## src/rtl/ps_pkg.sv

```systemverilog
// Shared program-state types: state layout, command encoding and decode.
package ps_pkg;

  // Current program state: privilege level, interrupt enables and mode bits.
  typedef struct packed {
    logic [1:0] priv;
    logic       ie;
    logic       pie;
    logic [3:0] mode;
  } program_state_t;

  localparam int PS_W               = $bits(program_state_t);
  localparam int PS_STACK_MAX_DEPTH = 16;

  typedef enum logic [1:0] {
    PS_CMD_NONE,
    PS_CMD_ALTER,
    PS_CMD_PUSH,
    PS_CMD_POP
  } ps_cmd_e;

  // Priority encode of the request lines: push beats pop beats alter.
  function automatic ps_cmd_e ps_cmd_decode(input logic alter, input logic push,
                                            input logic pop);
    ps_cmd_e cmd;
    cmd = PS_CMD_NONE;
    if (push)       cmd = PS_CMD_PUSH;
    else if (pop)   cmd = PS_CMD_POP;
    else if (alter) cmd = PS_CMD_ALTER;
    return cmd;
  endfunction

endpackage

```

## src/rtl/ps_lifo.sv

```systemverilog
// Parametrised LIFO storage for saved program states. A push while full and
// a pop while empty are ignored here; error reporting lives in the parent.
module ps_lifo
  import ps_pkg::*;
#(
  parameter int DEPTH = 4,
  parameter int DW    = $clog2(DEPTH + 1)
) (
  input  logic           clk_i,
  input  logic           rst_n_i,
  input  logic           push_i,
  input  logic           pop_i,
  input  program_state_t wdata_i,
  output program_state_t top_o,
  output logic [DW-1:0]  depth_o,
  output logic           full_o,
  output logic           empty_o
);

  localparam int AW = (DEPTH > 1) ? $clog2(DEPTH) : 1;

  program_state_t mem_q [DEPTH];
  logic [DW-1:0]  depth_q, depth_d;
  logic [AW-1:0]  wr_idx, rd_idx;
  logic           do_push, do_pop;

  assign empty_o = (depth_q == '0);
  assign full_o  = (depth_q == DW'(DEPTH));
  assign do_push = push_i && !full_o;
  assign do_pop  = pop_i && !empty_o && !push_i;
  assign wr_idx  = AW'(depth_q);
  assign rd_idx  = AW'(depth_q - DW'(1));
  assign depth_o = depth_q;
  assign top_o   = empty_o ? '0 : mem_q[rd_idx];

  // Next depth: saturating up/down count.
  always_comb begin
    depth_d = depth_q;
    if (do_push)     depth_d = depth_q + DW'(1);
    else if (do_pop) depth_d = depth_q - DW'(1);
  end

  // Depth pointer register; cleared on reset so all entries become invalid.
  always_ff @(posedge clk_i) begin
    if (!rst_n_i) depth_q <= '0;
    else          depth_q <= depth_d;
  end

  // Storage write at the pointer; contents are never reset.
  always_ff @(posedge clk_i) begin
    if (rst_n_i && do_push) mem_q[wr_idx] <= wdata_i;
  end

endmodule

```

## src/rtl/program_state_stack.sv

```systemverilog
// Current program state plus a LIFO of saved states for nested traps.
module program_state_stack
  import ps_pkg::*;
#(
  parameter int             DEPTH    = 4,
  parameter program_state_t RESET_PS = '0
) (
  input  logic                         i_clk,
  input  logic                         i_rst_n,
  input  logic                         i_alter,
  input  logic                         i_push,
  input  logic                         i_pop,
  input  program_state_t               i_ps,
  input  logic                         i_clr_err,
  output program_state_t               o_ps,
  output program_state_t               o_top_ps,
  output logic [$clog2(DEPTH+1)-1:0]   o_depth,
  output logic                         o_empty,
  output logic                         o_full,
  output logic                         o_overflow,
  output logic                         o_underflow
);

  localparam int DW = $clog2(DEPTH + 1);

  program_state_t ps_q, ps_d;
  logic           ovf_q, ovf_d;
  logic           unf_q, unf_d;
  ps_cmd_e        cmd;
  logic           lifo_push, lifo_pop;
  logic           full, empty;
  program_state_t top;

  assign cmd       = ps_cmd_decode(i_alter, i_push, i_pop);
  assign lifo_push = (cmd == PS_CMD_PUSH);
  assign lifo_pop  = (cmd == PS_CMD_POP);

  ps_lifo #(.DEPTH(DEPTH), .DW(DW)) u_lifo (
    .clk_i   (i_clk),
    .rst_n_i (i_rst_n),
    .push_i  (lifo_push),
    .pop_i   (lifo_pop),
    .wdata_i (ps_q),
    .top_o   (top),
    .depth_o (o_depth),
    .full_o  (full),
    .empty_o (empty)
  );

  // Next current state and sticky flags; a new error event beats a clear.
  always_comb begin
    ps_d  = ps_q;
    ovf_d = ovf_q && !i_clr_err;
    unf_d = unf_q && !i_clr_err;
    case (cmd)
      PS_CMD_ALTER: ps_d = i_ps;
      PS_CMD_PUSH: begin
        ps_d = i_ps;
        if (full) ovf_d = 1'b1;
      end
      PS_CMD_POP: begin
        if (empty) unf_d = 1'b1;
        else       ps_d  = top;
      end
      default: ;
    endcase
  end

  // Current-state and flag registers.
  always_ff @(posedge i_clk) begin
    if (!i_rst_n) begin
      ps_q  <= RESET_PS;
      ovf_q <= 1'b0;
      unf_q <= 1'b0;
    end else begin
      ps_q  <= ps_d;
      ovf_q <= ovf_d;
      unf_q <= unf_d;
    end
  end

  assign o_ps        = ps_q;
  assign o_top_ps    = top;
  assign o_empty     = empty;
  assign o_full      = full;
  assign o_overflow  = ovf_q;
  assign o_underflow = unf_q;

endmodule

```

## config.mk

```make
export PLATFORM = sky130hd
export DESIGN_NAME = program_state_stack
export DESIGN_NICKNAME = d
export VERILOG_FILES = /design/src/rtl/ps_pkg.sv /design/src/rtl/ps_lifo.sv /design/src/rtl/program_state_stack.sv
export SDC_FILE = /design/constraint.sdc
export NUM_CORES = 1
export LEC_CHECK = 0
export CORE_ASPECT_RATIO = 0.9
export CORE_MARGIN = 1
export CORE_UTILIZATION = 55
export CTS_CLUSTER_DIAMETER = 80
export DETAILED_ROUTE_END_ITERATION = 12
export HOLD_SLACK_MARGIN = 0.02
export PLACE_DENSITY = 0.93
export SETUP_SLACK_MARGIN = 0.05
export SYNTH_ARGS = -nofsm -noshare
export SYNTH_HDL_FRONTEND = slang
export SYNTH_HIERARCHICAL = 1
export SYNTH_SLANG_ARGS = --single-unit
export TNS_END_PERCENT = 50
```

## constraint.sdc

```tcl
create_clock -name i_clk -period 4.3 [get_ports i_clk]
set_clock_uncertainty 0.2 [all_clocks]
set_input_delay 0.43 -clock i_clk [delete_from_list [all_inputs] [get_ports i_clk]]
set_output_delay 0.43 -clock i_clk [all_outputs]
set_load 0.02 [all_outputs]
```

==> results.cfg <==
[synthesis]
synth_top_family_by_area = multiplexers
yosysSeqAreaShare = 0.600
synth.top_cell.area_share = 0.472
yosys-mux-area-fraction = 0.128
ys_ff_latch = 45
syn_area_per_cell_um2 = 15.1
synth_compound_area_frac = 0.0995
yosysUniqueCellTypes = 30
synth-simple-area-share = 0.0921
synth_xor_area_frac = 0.00430
synth-main-ff-cell = edfxtp_1
synth_area_um2 = 2040
synth_edf_count = 32
syn_inst = 135
synth_area_leaders = edfxtp_1 47%, dfxtp_1 13%, mux4_2 8.8%, ha_1 4.3%, mux2i_1 3.9%
yosys-top-cells-count = 32 x edfxtp_1, 13 x dfxtp_1, 10 x nor2b_1
syn-num-nets = 156
yosysMostFrequentCell = edfxtp_1
yosys.area.top_type = edfxtp_1
yosys_warnings = 6
synthArstFlopShare = 0
synthAdderAreaFrac = 0.0430

[min_path]
min_path_type = flip-flop to flip-flop
holdCritStartpoint = o_ps[0]$_SDFFE_PN0P_

[setup_path]
criticalPathCategory = flip-flop to output port
critical_path_buf_inv_count = 2
cp_top_family = buffers and inverters
cp_max_fo = 12
crit_path_max_incr_delay_ps = 660
cp_data_arrival_time_ps = 2630
slowest_stage = clkdlybuf4s50_1
cp_cell_sequence = inv_1, ha_1, mux4_2, nor2b_1, clkdlybuf4s50_1
cp-end-kind = output port
worstReg2RegStart = u_lifo/depth_o[1]$_SDFFE_PN0P_
startpoint_type = flip-flop
startpoint = u_lifo/depth_o[1]$_SDFFE_PN0P_
worstPathRequired_ps = 3670

[drt]
wl_met2_um = 2120
ant_nets = 0
vias_per_cell = 5.80
vias = 1271
post_drt_wl_per_cell_um = 19.2
top_layer_used = met4
routed_wirelength_um = 4210
drt-initial-drc-count = 60
wl_met3_um = 230
first_pass_iters = 4
drcViolationCount = 0
wl_met1_um = 1780

[timing]
finalWorstSetupSlack_ps = 1040
slew_headroom = 0.631
finalSetupViolations = 0
hold_ws_ps = 335
fin_crit_sh = 0.757
hold_violations = 0
worst_pin_slew_ps = 552
timing.setup.tns_ps = 0
fin_crit_ps = 3260
slew_violations = 0
rsz0062_at_grt = no
clock.fmax_mhz = 307

[cells_and_area]
multi_input_area_um2 = 747
layout-drive-gt1-share = 0.114
nFillCells = 218
area_growth_syn_to_layout_pct = 22.4
final_util = 0.722
fin_nets = 195
register_area_um2 = 1220
final_cells = 219
diodes = 0

[global_route]
grt_start_max_net_pins = 18
grt_overflow = 0
grt_pass1_vias = 1280
antenna_found_initial = 0
track_usage = 0.234
grt_pass1_wl_um = 6290

[run_status]
status = completed

[place]
dp_cells = 211
port_buffers = 36
place_worst_setup_slack_ps = 1380
place_hpwl_um = 2900
gp_congestion = 0.807

[clock_network]
cts_buffer_depth = 2
cts_buffers = 5
cts.hold.buffers_added = 0
htree_levels = 2
cts.repair.resized = 0
clkTransAtPathRegs_ps = 80
post-cts-setup-buffer-count = 0
cts.sinks = 45
root_buffer = clkbuf_8
cts_tree = done
clk_latency_ps = 290

[floorplan]
rows = 20
die_x_um = 66.2
num_io_pins = 37
coreArea_um2 = 3450
die_h_um = 59.7
dieArea_um2 = 3950
initial_utilization = 0.590

[power_and_ir_drop]
ir_drop_mv = 0.291
p_per_area_nw_per_um2 = 442
p_leak_nw = 0.944

[job]
drv_cap = 0
==> cell usage in the layout (no fill, tap or decap), types with 3 or more instances in the layout <==
cell,Yosys,layout
clkdlybuf4s50_1,0,36
edfxtp_1,32,32
dfxtp_1,13,13
nor2b_1,10,10
o21ai_0,9,9
mux2i_1,8,8
o211a_1,8,8
mux4_2,8,8
ha_1,7,7
clkbuf_8,0,5
and3_1,5,5
inv_1,4,4
nand2_1,3,3
==> stage by stage <==
| stage | power [mW] | cell area (um2) |
|---|---|---|
| after floorplan | 0.746 | 2040 |
| after global placement | 0.855 | 2410 |
| after detailed placement | 0.870 | 2410 |
| after CTS | 1.11 | 2490 |
| after global routing | 1.14 | 2490 |
| final | 1.10 | 2490 |
==> logic make-up (layout without fill, tap and decap cells) <==
| family | count (synthesis) | count (layout) |
|---|---|---|
| muxes | 16 | 16 |
| and+or+nand+nor | 29 | 29 |
| adders and majority gates | 7 | 7 |
| xor gates and xnor gates | 1 | 1 |
| DFF | 45 | 45 |
| AOI/OAI and AO/OA | 27 | 27 |
| buffers and inverters | 10 | 50 |
==> where the power goes <==
group	switching, mW	internal [mW]
clock	0.130	0.113
combinational	0.172	0.157
sequential	0.0244	0.505
==> worst reg2reg max path: cells and delay by family (launching register included) <==
| family | cells | cell delay, ps |
|---|---|---|
| muxes | 2 | 510 |
| AOI/OAI and AO/OA | 2 | 290 |
| DFF | 1 | 400 |
| adders and majority gates | 1 | 610 |
| buffers and inverters | 1 | 120 |
| and+or+nand+nor | 1 | 180 |
==> state kept, by name (all words and copies together) (netlist names) <==
name	cells
o_overflow	1
o_ps	8
o_underflow	1
u_lifo/depth_o	3
u_lifo/mem_q	32
==> per-layer routing <==
metal	GRT usage	up-vias
met5	0	-
met4	0.116	0
met3	0.0515	7
met2	0.394	42
met1	0.289	633
li1	-	589
==> area by class of cell <==
type	instances	share of cell area
Clock buffer	7	0.0306
Clock inverter	1	0.00151
Inverter	4	0.00602
Multi-Input combinational cell	80	0.300
Sequential cell	45	0.490
Tap cell	44	0.0221
Timing Repair Buffer	38	0.151
==> worst paths after layout <==
path,depth (start not counted),slack (ps),end
max reg2reg,7,1890,o_ps[1]$_SDFFE_PN0P_
min reg2reg,0,340,u_lifo/mem_q[3][0]$_DFFE_PP_
max,5,1040,o_top_ps[1]
min,0,340,u_lifo/mem_q[3][0]$_DFFE_PP_
Power figures use the tool's default switching activity.
==> RTL change, RTL diff (config.mk and constraints unchanged) <==
Make the reset (`i_rst_n` and `rst_n_i`) asynchronous in 2 clocked blocks.
--- a/src/rtl/ps_lifo.sv
+++ b/src/rtl/ps_lifo.sv
@@ -41,7 +41,7 @@
   end
 
   // Depth pointer register; cleared on reset so all entries become invalid.
-  always_ff @(posedge clk_i) begin
+  always_ff @(posedge clk_i or negedge rst_n_i) begin
     if (!rst_n_i) depth_q <= '0;
     else          depth_q <= depth_d;
   end
--- a/src/rtl/program_state_stack.sv
+++ b/src/rtl/program_state_stack.sv
@@ -67,7 +67,7 @@
   end
 
   // Current-state and flag registers.
-  always_ff @(posedge i_clk) begin
+  always_ff @(posedge i_clk or negedge i_rst_n) begin
     if (!i_rst_n) begin
       ps_q  <= RESET_PS;
       ovf_q <= 1'b0;
Function: differs if i_rst_n is asserted again (counterexample within 4 cycles, from zero or initial values and one cycle with i_rst_n low); with i_rst_n held inactive, the same outputs for 10 cycles.
==> RTL change against the unedited design <==
  * Fmax fell by 5.0%
  * Final area rose by 5.0%
  * Non-clock buffer count did not move
  * Worst hold slack gained 0.015 ns
  * Die area increased by 4.3%
  * Sequential cell count did not move
  * Synthesized area rose by 4.5%
  * Setup slack lost 0.17 ns
  * Routed wire length fell by 4.9%
  * Critical endpoint is now o_top_ps[7]
Power is not compared: it rests on default switching activity, and its combinational part moved more than twofold at a synthesized area within 25%.
==> RTL change: results (changes against the unedited design) <==
Synthesis
  • Commonest cells in the netlist: edfxtp_1 (32), mux2i_1 (24), dfrtp_1 (13)
  • Register area share after synthesis: 60.44% (+0.48 points)
  • Yosys cell types: 27 (-10%)
  • Top area cells in the synthesized netlist: edfxtp_1 (45%), dfrtp_1 (15%), mux2i_1 (11%)
  • Async SR Flop Fraction: 28.89% (+29 points)

Cells and area
  • Largest reg by FF count: u_lifo/mem_q
  • Largest register FFs: 32 (unchanged)
  • Share of cells above drive strength 1: 13.14% (+1.7 points)

Worst setup path
  • Reg2reg end: o_ps[0]
  • Launch point of the worst reg-to-reg path: u_lifo/depth_o[1]
  • Crit path capture: o_top_ps[7]
  • CP max FO: 15 (+3)
  • Crit Path Category: flop to output pin
  • R2r setup slk: 1.68 ns (-0.21 ns)
  • CP arrival: 2.80 ns (+0.17 ns)
  • FF-to-FF path depth: 6 (-1)

Detailed routing
  • Post-Route WL: 4.002 mm (-4.9%)
  • Iteration-0 DRC Markers: 71 (+18%)
  • DR vias/cell: 5.647 (-2.7%)

STA
  • Max_slew headroom: 46.05% (-17 points)

Global routing
  • Vias in the first global route: 1287 (+0.55%)
  • First-pass GRT wire length: 6.189 mm (-1.6%)
  • Tot GR Track Use: 22.31% (-1.1 points)
  • Largest net degree at the start of global routing: 16 (-2)
  • Initial antenna violation count: 0 (unchanged)

Pwr
  • VDD IR max: 0.4548 mV

Run status
  • Run status: completed

Placement
  • Post-DP HPWL: 2.746 mm (-5.4%)
  • RD Place Congestion: 0.8728 (+8.2%)

Clock tree
  • H-tree levels: 2 (unchanged)
==> RTL change: changes by cell type in the layout (fill, tap and decap cells not counted), sizes merged, moves of 2 or more <==
cell and delta:
mux2i +16, nor2 +2, nor2b -4, dfrtp +13
o21ai -9, dfxtp -13, nand2 +2, and3 -4
o211a -8, a22oi -2, inv +2, and2 +2
nand2b +2
==> RTL change: per-layer routing <==
layer / wire length [µm] / track usage [%] / vias to the layer above
li1: - / - / 576
met1: 1671 / 28.02 / 621
met2: 2095 / 38.05 / 51
met3: 236 / 6.481 / 0
met4: 0 / 6.079 / 0
met5: 0 / 0 / -
==> RTL change: critical path, stage by stage (launching register included) <==
cell             delay [ns]
dfrtp_1                0.47
inv_1                  0.15
ha_1                   0.29
nor2b_2                0.72
buf_4                  0.29
nor2b_4                0.05
clkdlybuf4s50_1        0.53
==> RTL change: area by class of cell <==
class,instances,area [µm²]
flip-flops and latches,45,1286
fillers,242,1086
multi-input cells,78,770.7
repair buffers,38,375.4
clock buffers,6,72.57
well taps,46,57.56
clock inverters,2,33.78
inverters,6,22.52
==> RTL change: through the flow <==
step / setup slack (ns) / hold slack [ns] / utilization (%) / cell area [µm²] / std cells
after floorplan: 1.850 / -0.06559 / - / 2128 / 135
after global placement: 1.344 / 0.3155 / 67.81 / 2512 / 213
after detailed placement: 1.208 / 0.3324 / 67.81 / 2512 / 213
after CTS: 0.8691 / 0.3546 / 70.69 / 2619 / 221
after global routing: 0.6830 / 0.3890 / 70.69 / 2619 / 221
final: 0.8712 / 0.3503 / 70.69 / 2619 / 221
==> RTL change: how the worst min path moves through the flow <==
stage	to	depth (start not counted)	start	slack, ns
3_5_place_dp	o_overflow	2	o_overflow	0.33
5_1_grt	u_lifo/depth_o[0]	1	i_rst_n	0.39
6_report	o_underflow	2	o_underflow	0.35
2_1_floorplan	o_overflow	0	i_rst_n	-0.07
4_1_cts	o_overflow	2	o_overflow	0.35
3_3_place_gp	o_overflow	2	o_overflow	0.32
==> RTL change: power by group through the flow <==
stage               Clock (mW)  Sequential, mW  Combinational, mW
CTS                      0.311           0.708               1.04
finish                   0.303           0.707               1.03
detailed placement           0           0.718               1.03
floorplan                    0           0.767              0.587
global placement             0           0.702               1.01
global route             0.325           0.724               1.11
==> RTL change: logic make-up after synthesis <==
logic type / after synthesis / synth area share, %
AND/OR/NAND/NOR: 29 / 7.936
adder cells (fa/ha/maj): 7 / 4.115
XOR/XNOR: 1 / 0.4116
AO/OA/AOI/OAI: 8 / 2.822
flip-flops: 45 / 60.43
multiplexers: 33 / 20.81
buffers and inverters: 12 / 3.468
